**src/rtl/sp_ram_pkg.sv**
```systemverilog
`default_nettype none
// ============================================================================
// Module   : sp_ram_pkg
// Purpose  : Shared state encoding and depth helper for the single-port RAM
//            controller.
// Revision : 1.0 - initial release
// ============================================================================
package sp_ram_pkg;

    // Controller operating mode: serving requests or filling memory.
    typedef enum logic [0:0] {
        ST_RUN   = 1'b0,
        ST_CLEAR = 1'b1
    } state_t;

    // Number of words addressed by an aw-bit address.
    function automatic int unsigned depth(input int unsigned aw);
        return 32'd1 << aw;
    endfunction

endpackage
`default_nettype wire

```
**src/rtl/sync_fifo2.sv**
```systemverilog
`default_nettype none
// ============================================================================
// Module   : sync_fifo2
// Purpose  : Two-entry synchronous FIFO with push/pop and occupancy count.
//            Head is valid whenever count is non-zero. The caller never
//            pushes when full or pops when empty.
// Revision : 1.0 - initial release
// ============================================================================
module sync_fifo2 #(
    parameter int WIDTH = 32
) (
    input  logic             clk,
    input  logic             rst,
    input  logic             push,
    input  logic [WIDTH-1:0] push_data,
    input  logic             pop,
    output logic [WIDTH-1:0] head,
    output logic [1:0]       count
);

    logic [WIDTH-1:0] r_mem [2];
    logic             r_wptr;
    logic             r_rptr;
    logic [1:0]       r_count;

    // Storage is data-only and needs no reset.
    always_ff @(posedge clk) begin
        if (push) begin
            r_mem[r_wptr] <= push_data;
        end
    end

    // Pointers and count; simultaneous push and pop keep the count.
    always_ff @(posedge clk) begin
        if (rst) begin
            r_wptr  <= 1'b0;
            r_rptr  <= 1'b0;
            r_count <= 2'd0;
        end else begin
            if (push) begin
                r_wptr <= ~r_wptr;
            end
            if (pop) begin
                r_rptr <= ~r_rptr;
            end
            case ({push, pop})
                2'b10:   r_count <= r_count + 2'd1;
                2'b01:   r_count <= r_count - 2'd1;
                default: r_count <= r_count;
            endcase
        end
    end

    assign head  = r_mem[r_rptr];
    assign count = r_count;

endmodule
`default_nettype wire

```
**src/rtl/sp_ram_ctrl.sv**
```systemverilog
`default_nettype none
// ============================================================================
// Module   : sp_ram_ctrl
// Purpose  : Initiator-side controller for sp_ram. Converts valid/ready
//            requests into single RAM accesses, returns read data in order
//            through a 2-entry buffer, and runs a sequential clear engine.
// Revision : 1.0 - initial release
// ============================================================================
module sp_ram_ctrl
    import sp_ram_pkg::*;
#(
    parameter int                    DATA_WIDTH    = 32,
    parameter int                    ADDR_WIDTH    = 10,
    parameter logic [DATA_WIDTH-1:0] INIT_VALUE    = '0,
    parameter bit                    INIT_ON_RESET = 1'b1
) (
    input  logic                  clk,
    input  logic                  rst,
    input  logic                  req_valid,
    output logic                  req_ready,
    input  logic                  req_we,
    input  logic [ADDR_WIDTH-1:0] req_addr,
    input  logic [DATA_WIDTH-1:0] req_wdata,
    output logic                  rsp_valid,
    input  logic                  rsp_ready,
    output logic [DATA_WIDTH-1:0] rsp_rdata,
    input  logic                  clear_start,
    output logic                  clear_busy,
    output logic                  clear_done,
    output logic                  ram_ena,
    output logic                  ram_wea,
    output logic [ADDR_WIDTH-1:0] ram_addra,
    output logic [DATA_WIDTH-1:0] ram_dina,
    input  logic [DATA_WIDTH-1:0] ram_douta
);

    // Extra counter bit so the last address compares without wrapping to 0.
    localparam logic [ADDR_WIDTH:0] c_LAST = (ADDR_WIDTH+1)'(depth(ADDR_WIDTH) - 1);

    state_t                r_state;
    state_t                w_state_next;
    logic [ADDR_WIDTH:0]   r_cnt;
    logic                  r_inflight;
    logic                  r_clear_done;
    logic [1:0]            w_buf_cnt;
    logic [1:0]            w_occ;
    logic                  w_req_fire;
    logic                  w_rd_fire;
    logic                  w_push;
    logic                  w_pop;
    logic [DATA_WIDTH-1:0] w_head;

    // Next-state selection; clear_start is only honoured while running.
    always_comb begin
        w_state_next = r_state;
        case (r_state)
            ST_RUN:   if (clear_start)      w_state_next = ST_CLEAR;
            ST_CLEAR: if (r_cnt == c_LAST)  w_state_next = ST_RUN;
            default:                        w_state_next = ST_RUN;
        endcase
    end

    // State, clear counter, in-flight read flag and done pulse.
    always_ff @(posedge clk) begin
        if (rst) begin
            r_state      <= INIT_ON_RESET ? ST_CLEAR : ST_RUN;
            r_cnt        <= '0;
            r_inflight   <= 1'b0;
            r_clear_done <= 1'b0;
        end else begin
            r_state      <= w_state_next;
            r_inflight   <= w_rd_fire;
            r_clear_done <= (r_state == ST_CLEAR) && (r_cnt == c_LAST);
            if (r_state == ST_CLEAR) begin
                r_cnt <= r_cnt + 1'b1;
            end else begin
                r_cnt <= '0;
            end
        end
    end

    // Handshake and status; req_ready uses registered state only.
    always_comb begin
        w_occ      = {1'b0, r_inflight} + w_buf_cnt;
        req_ready  = !rst && (r_state == ST_RUN) && (w_occ < 2'd2);
        clear_busy = !rst && (r_state == ST_CLEAR);
        clear_done = !rst && r_clear_done;
        w_req_fire = req_valid && req_ready;
        w_rd_fire  = w_req_fire && !req_we;
    end

    // RAM port mux: clear writes take priority, else the accepted request.
    always_comb begin
        ram_ena   = 1'b0;
        ram_wea   = 1'b0;
        ram_addra = '0;
        ram_dina  = '0;
        if (clear_busy) begin
            ram_ena   = 1'b1;
            ram_wea   = 1'b1;
            ram_addra = r_cnt[ADDR_WIDTH-1:0];
            ram_dina  = INIT_VALUE;
        end else if (w_req_fire) begin
            ram_ena   = 1'b1;
            ram_wea   = req_we;
            ram_addra = req_addr;
            ram_dina  = req_wdata;
        end
    end

    // Response path: bypass douta when the buffer is empty, else serve the
    // buffer head and queue the arriving word behind it to keep order.
    always_comb begin
        w_push    = 1'b0;
        w_pop     = 1'b0;
        rsp_valid = 1'b0;
        rsp_rdata = ram_douta;
        if (!rst) begin
            if (w_buf_cnt == 2'd0) begin
                rsp_valid = r_inflight;
                w_push    = r_inflight && !rsp_ready;
            end else begin
                rsp_valid = 1'b1;
                rsp_rdata = w_head;
                w_pop     = rsp_ready;
                w_push    = r_inflight;
            end
        end
    end

    sync_fifo2 #(
        .WIDTH (DATA_WIDTH)
    ) u_rsp_buf (
        .clk       (clk),
        .rst       (rst),
        .push      (w_push),
        .push_data (ram_douta),
        .pop       (w_pop),
        .head      (w_head),
        .count     (w_buf_cnt)
    );

endmodule
`default_nettype wire

```
**config.mk**
```make
export PLATFORM = sky130hd
export DESIGN_NAME = sp_ram_ctrl
export DESIGN_NICKNAME = d
export VERILOG_FILES = /design/src/rtl/sp_ram_pkg.sv /design/src/rtl/sync_fifo2.sv /design/src/rtl/sp_ram_ctrl.sv
export SDC_FILE = /design/constraint.sdc
export NUM_CORES = 1
export LEC_CHECK = 0
export BUFFER_PORTS_ARGS = -buffer_cell sky130_fd_sc_hd__buf_2
export CORE_MARGIN = 3
export CORE_UTILIZATION = 48
export CTS_BUF_LIST = sky130_fd_sc_hd__clkbuf_16
export CTS_CLUSTER_SIZE = 28
export DETAILED_ROUTE_END_ITERATION = 6
export HOLD_SLACK_MARGIN = 0.15
export PLACE_DENSITY = 0.9
export REMOVE_ABC_BUFFERS = 1
export SKIP_CTS_REPAIR_TIMING = 1
export SLEW_MARGIN = 20
export SYNTH_ARGS = -nofsm -noshare
export SYNTH_HDL_FRONTEND = slang
export SYNTH_SLANG_ARGS = --single-unit
```
**constraint.sdc**
```tcl
create_clock -name clk -period 3.4 [get_ports clk]
set_input_delay 0.34 -clock clk [delete_from_list [all_inputs] [get_ports clk]]
set_output_delay 0.34 -clock clk [all_outputs]
set_load 0.1 [all_outputs]
```
==> flow_summary.ini <==
[place]
io_buffers = 159
dp_hpwl_mm = 6.338
finalWeightedCongestion = 0.7946
dp_slack_ns = 0.9144

[sta]
drv_slew = 0
min_period_over_period = 0.8309
rsz0062_at_grt = no
worst_slack_ns = 0.5749
hold_viol_final = 0
worst_pin_slew_ns = 0.9234
finClkSkew_ns = 0.006156
setup_viol = 0
fmax_mhz = 354.0
finalCriticalPeriod_ns = 2.825
hold_slack_ns = 0.1875
slew_headroom = 0.3844

[worst_hold_path]
min_from = req_we
holdPathEnd = r_inflight
holdPathStages = 2
min_path_type = input port to flop

[global_route]
grtUsageTotal = 0.1960
grt_start_max_net_pins = 69
antenna_found_initial = 0
grt.overflow.total = 0
grt_pass1_wl_mm = 13.23
grt_pass1_vias = 2884

[pwr]
cellLeakagePower_nw = 2.111
powerDensity_nw_per_um2 = 474.2
vdd_drop_max_mv = 0.2632

[final_layout]
most-common-layout-cells = buf_2, edfxtp_1, o21ai_0
diodes = 0
final_common_cell = buf_2
fill_cells = 551
syn_to_final_growth_pct = 31.65
nets = 554
drive_gt1_frac = 0.3941

[cts]
cts_num_sinks = 83
cts.path.max_buffers = 2
htreeDepth = 3
clock-root-buffer = clkbuf_16
numCtsBuffers = 9
clk_pin_slew_worst_paths_ns = 0.06
cts_tree = built
worstSkewPairLatency_ns = 0.33

[setup_path]
reg2reg_setup_slack_ns = 1.37
crit_fanout = 45
crit_arrival_ns = 2.49
end_kind = primary output
worstReg2RegEnd = u_rsp_buf.r_mem[1][15]
crit_path_cell_trace = and3_1 > o211a_1 > a22o_2 > buf_2
worstSetupPathType = flop to primary output
crit_required_ns = 3.06
cp_top_family = compound AO/OA/AOI/OAI gates
r2r-start = u_rsp_buf.count[0]
r2r_cells = 4
critPathLaunchType = flop
cpPeakStageDelay_ns = 0.76
crit_buf_inv = 1
cp_slowest_cell = o211a_1

[synthesis]
syn_avg_cell_area_um2 = 11.85
postSynthCellCount = 316
ys_seq_elements = 83
ys_warn_count = 0
syn_area_um2 = 3744
netlist-cell-type-count = 37
synth.yosys.seq_area_share = 0.6150

[route]
wl_mm = 8.745
post-route-drc-count = 0
vias = 2965
antenna_violating_nets_post_route = 0
top_layer = met4
wl_per_cell_um = 15.18
firstDrtPassIters = 5
route.met3.wl_um = 803
dr_wl_met2_mm = 4.288
first_iter_violations = 96
vias_per_cell = 5.148
wl_met1_mm = 3.414

[floorplanning]
ios = 160
die-area_um2 = 8894
core_area_um2 = 7408
die_h_um = 94.31
fp.dieW_um = 94.31
start_util = 0.5053
placementRows = 31

[outcome]
status = finished, final reports clean

[job]
cap_violations = 0
## worst reg2reg max path, stage by stage (launching register included)
cell     delay (ns)
dfxtp_1        0.47
nor3b_1        0.11
or2_2          0.33
nor2_4         0.47
buf_4          0.34
## sequential cells by signal (all words and copies together), names as in the netlist, named ones only
signal / count
u_rsp_buf.r_mem: 64
u_rsp_buf.r_wptr: 1
r_clear_done: 1
r_state: 1
u_rsp_buf.r_rptr: 1
r_inflight: 1
u_rsp_buf.count: 2
r_cnt: 11
## synth_stat cells
cell | number | area share
or3_2 | 1 | 0.0020
mux2i_1 | 33 | 0.088
buf_2 | 11 | 0.015
nor3b_1 | 1 | 0.0020
dfxtp_1 | 19 | 0.10
xnor2_1 | 3 | 0.0070
clkbuf_1 | 4 | 0.0040
or4_1 | 2 | 0.0040
nor3_1 | 2 | 0.0027
nand4_1 | 1 | 0.0017
clkbuf_2 | 3 | 0.0040
inv_1 | 7 | 0.0070
buf_4 | 1 | 0.0020
a22o_2 | 1 | 0.0027
nor4_1 | 1 | 0.0017
o211a_1 | 1 | 0.0027
nand4_2 | 2 | 0.0067
nor2_1 | 9 | 0.0090
o31ai_1 | 2 | 0.0040
xor2_1 | 2 | 0.0047
edfxtp_1 | 64 | 0.51
a22o_1 | 9 | 0.021
nor2b_1 | 2 | 0.0033
or2_2 | 2 | 0.0033
o21ai_0 | 38 | 0.051
a21oi_1 | 10 | 0.013
o21bai_1 | 1 | 0.0020
nand3b_1 | 1 | 0.0020
nand3_1 | 3 | 0.0040
and2_1 | 33 | 0.055
ha_1 | 2 | 0.0067
nand2_1 | 35 | 0.035
o21a_1 | 1 | 0.0020
and3_1 | 1 | 0.0017
or3_1 | 5 | 0.0084
nand2b_1 | 2 | 0.0033
a21o_1 | 1 | 0.0020
## report_power, final
group          switching, W  leakage [nW]  internal [W]
registers        0.00000485         0.729       0.00109
logic              0.000230          1.24     0.0000609
clock network      0.000377         0.140      0.000572
total              0.000611          2.11       0.00173
## final cells by class
class	count	area [um^2]	share of cell area
clock buffers	9	225.2	0.04570
multi-input cells	207	1341	0.2722
repair buffers	164	833.3	0.1691
clock inverters	7	75.07	0.01523
well taps	99	123.9	0.02513
inverters	7	26.28	0.005331
flip-flops and latches	83	2303	0.4674
## cells by family after synthesis
logic type / after synthesis / synth area share
AND/OR/NAND/NOR: 103 / 0.1461
multiplexers: 33 / 0.08824
adder cells (fa/ha/maj): 2 / 0.006683
XOR/XNOR: 5 / 0.01170
AO/OA/AOI/OAI: 64 / 0.1006
buffers and inverters: 26 / 0.03175
flip-flops: 83 / 0.6150
## through the flow
step           cells  setup TNS (ns)  cell area (um^2)    util  total power [W]
6_report         576               0              4928  0.6653         0.002337
5_1_grt          576               0              4928  0.6653         0.002424
4_1_cts          576               0              4928  0.6653         0.002369
3_5_place_dp     560               0              4628  0.6247         0.001411
3_3_place_gp     560               0              4628  0.6247         0.001405
2_1_floorplan    297          -42.54              3651       -         0.001323
## per-layer routing
layer  vias to the layer above  GRT usage
li1                       1453          -
met5                         -          0
met2                       150     0.3434
met1                      1340     0.2085
met4                         0    0.09627
met3                        22    0.06971
## worst max path at each step
stage | start | endpoint | slack (ns) | cells past startpoint
after global routing | u_rsp_buf.count[0] | ram_addra[2] | 0.37 | 4
after global placement | rst | ram_addra[2] | 1.01 | 5
after floorplan | u_rsp_buf.count[0] | rsp_rdata[0] | -1.31 | 2
after CTS | u_rsp_buf.count[0] | ram_addra[2] | 0.55 | 4
after detailed placement | u_rsp_buf.count[0] | ram_addra[2] | 0.91 | 4
final | u_rsp_buf.count[0] | ram_addra[2] | 0.57 | 4
No activity file was read; power rests on OpenSTA's default activity.
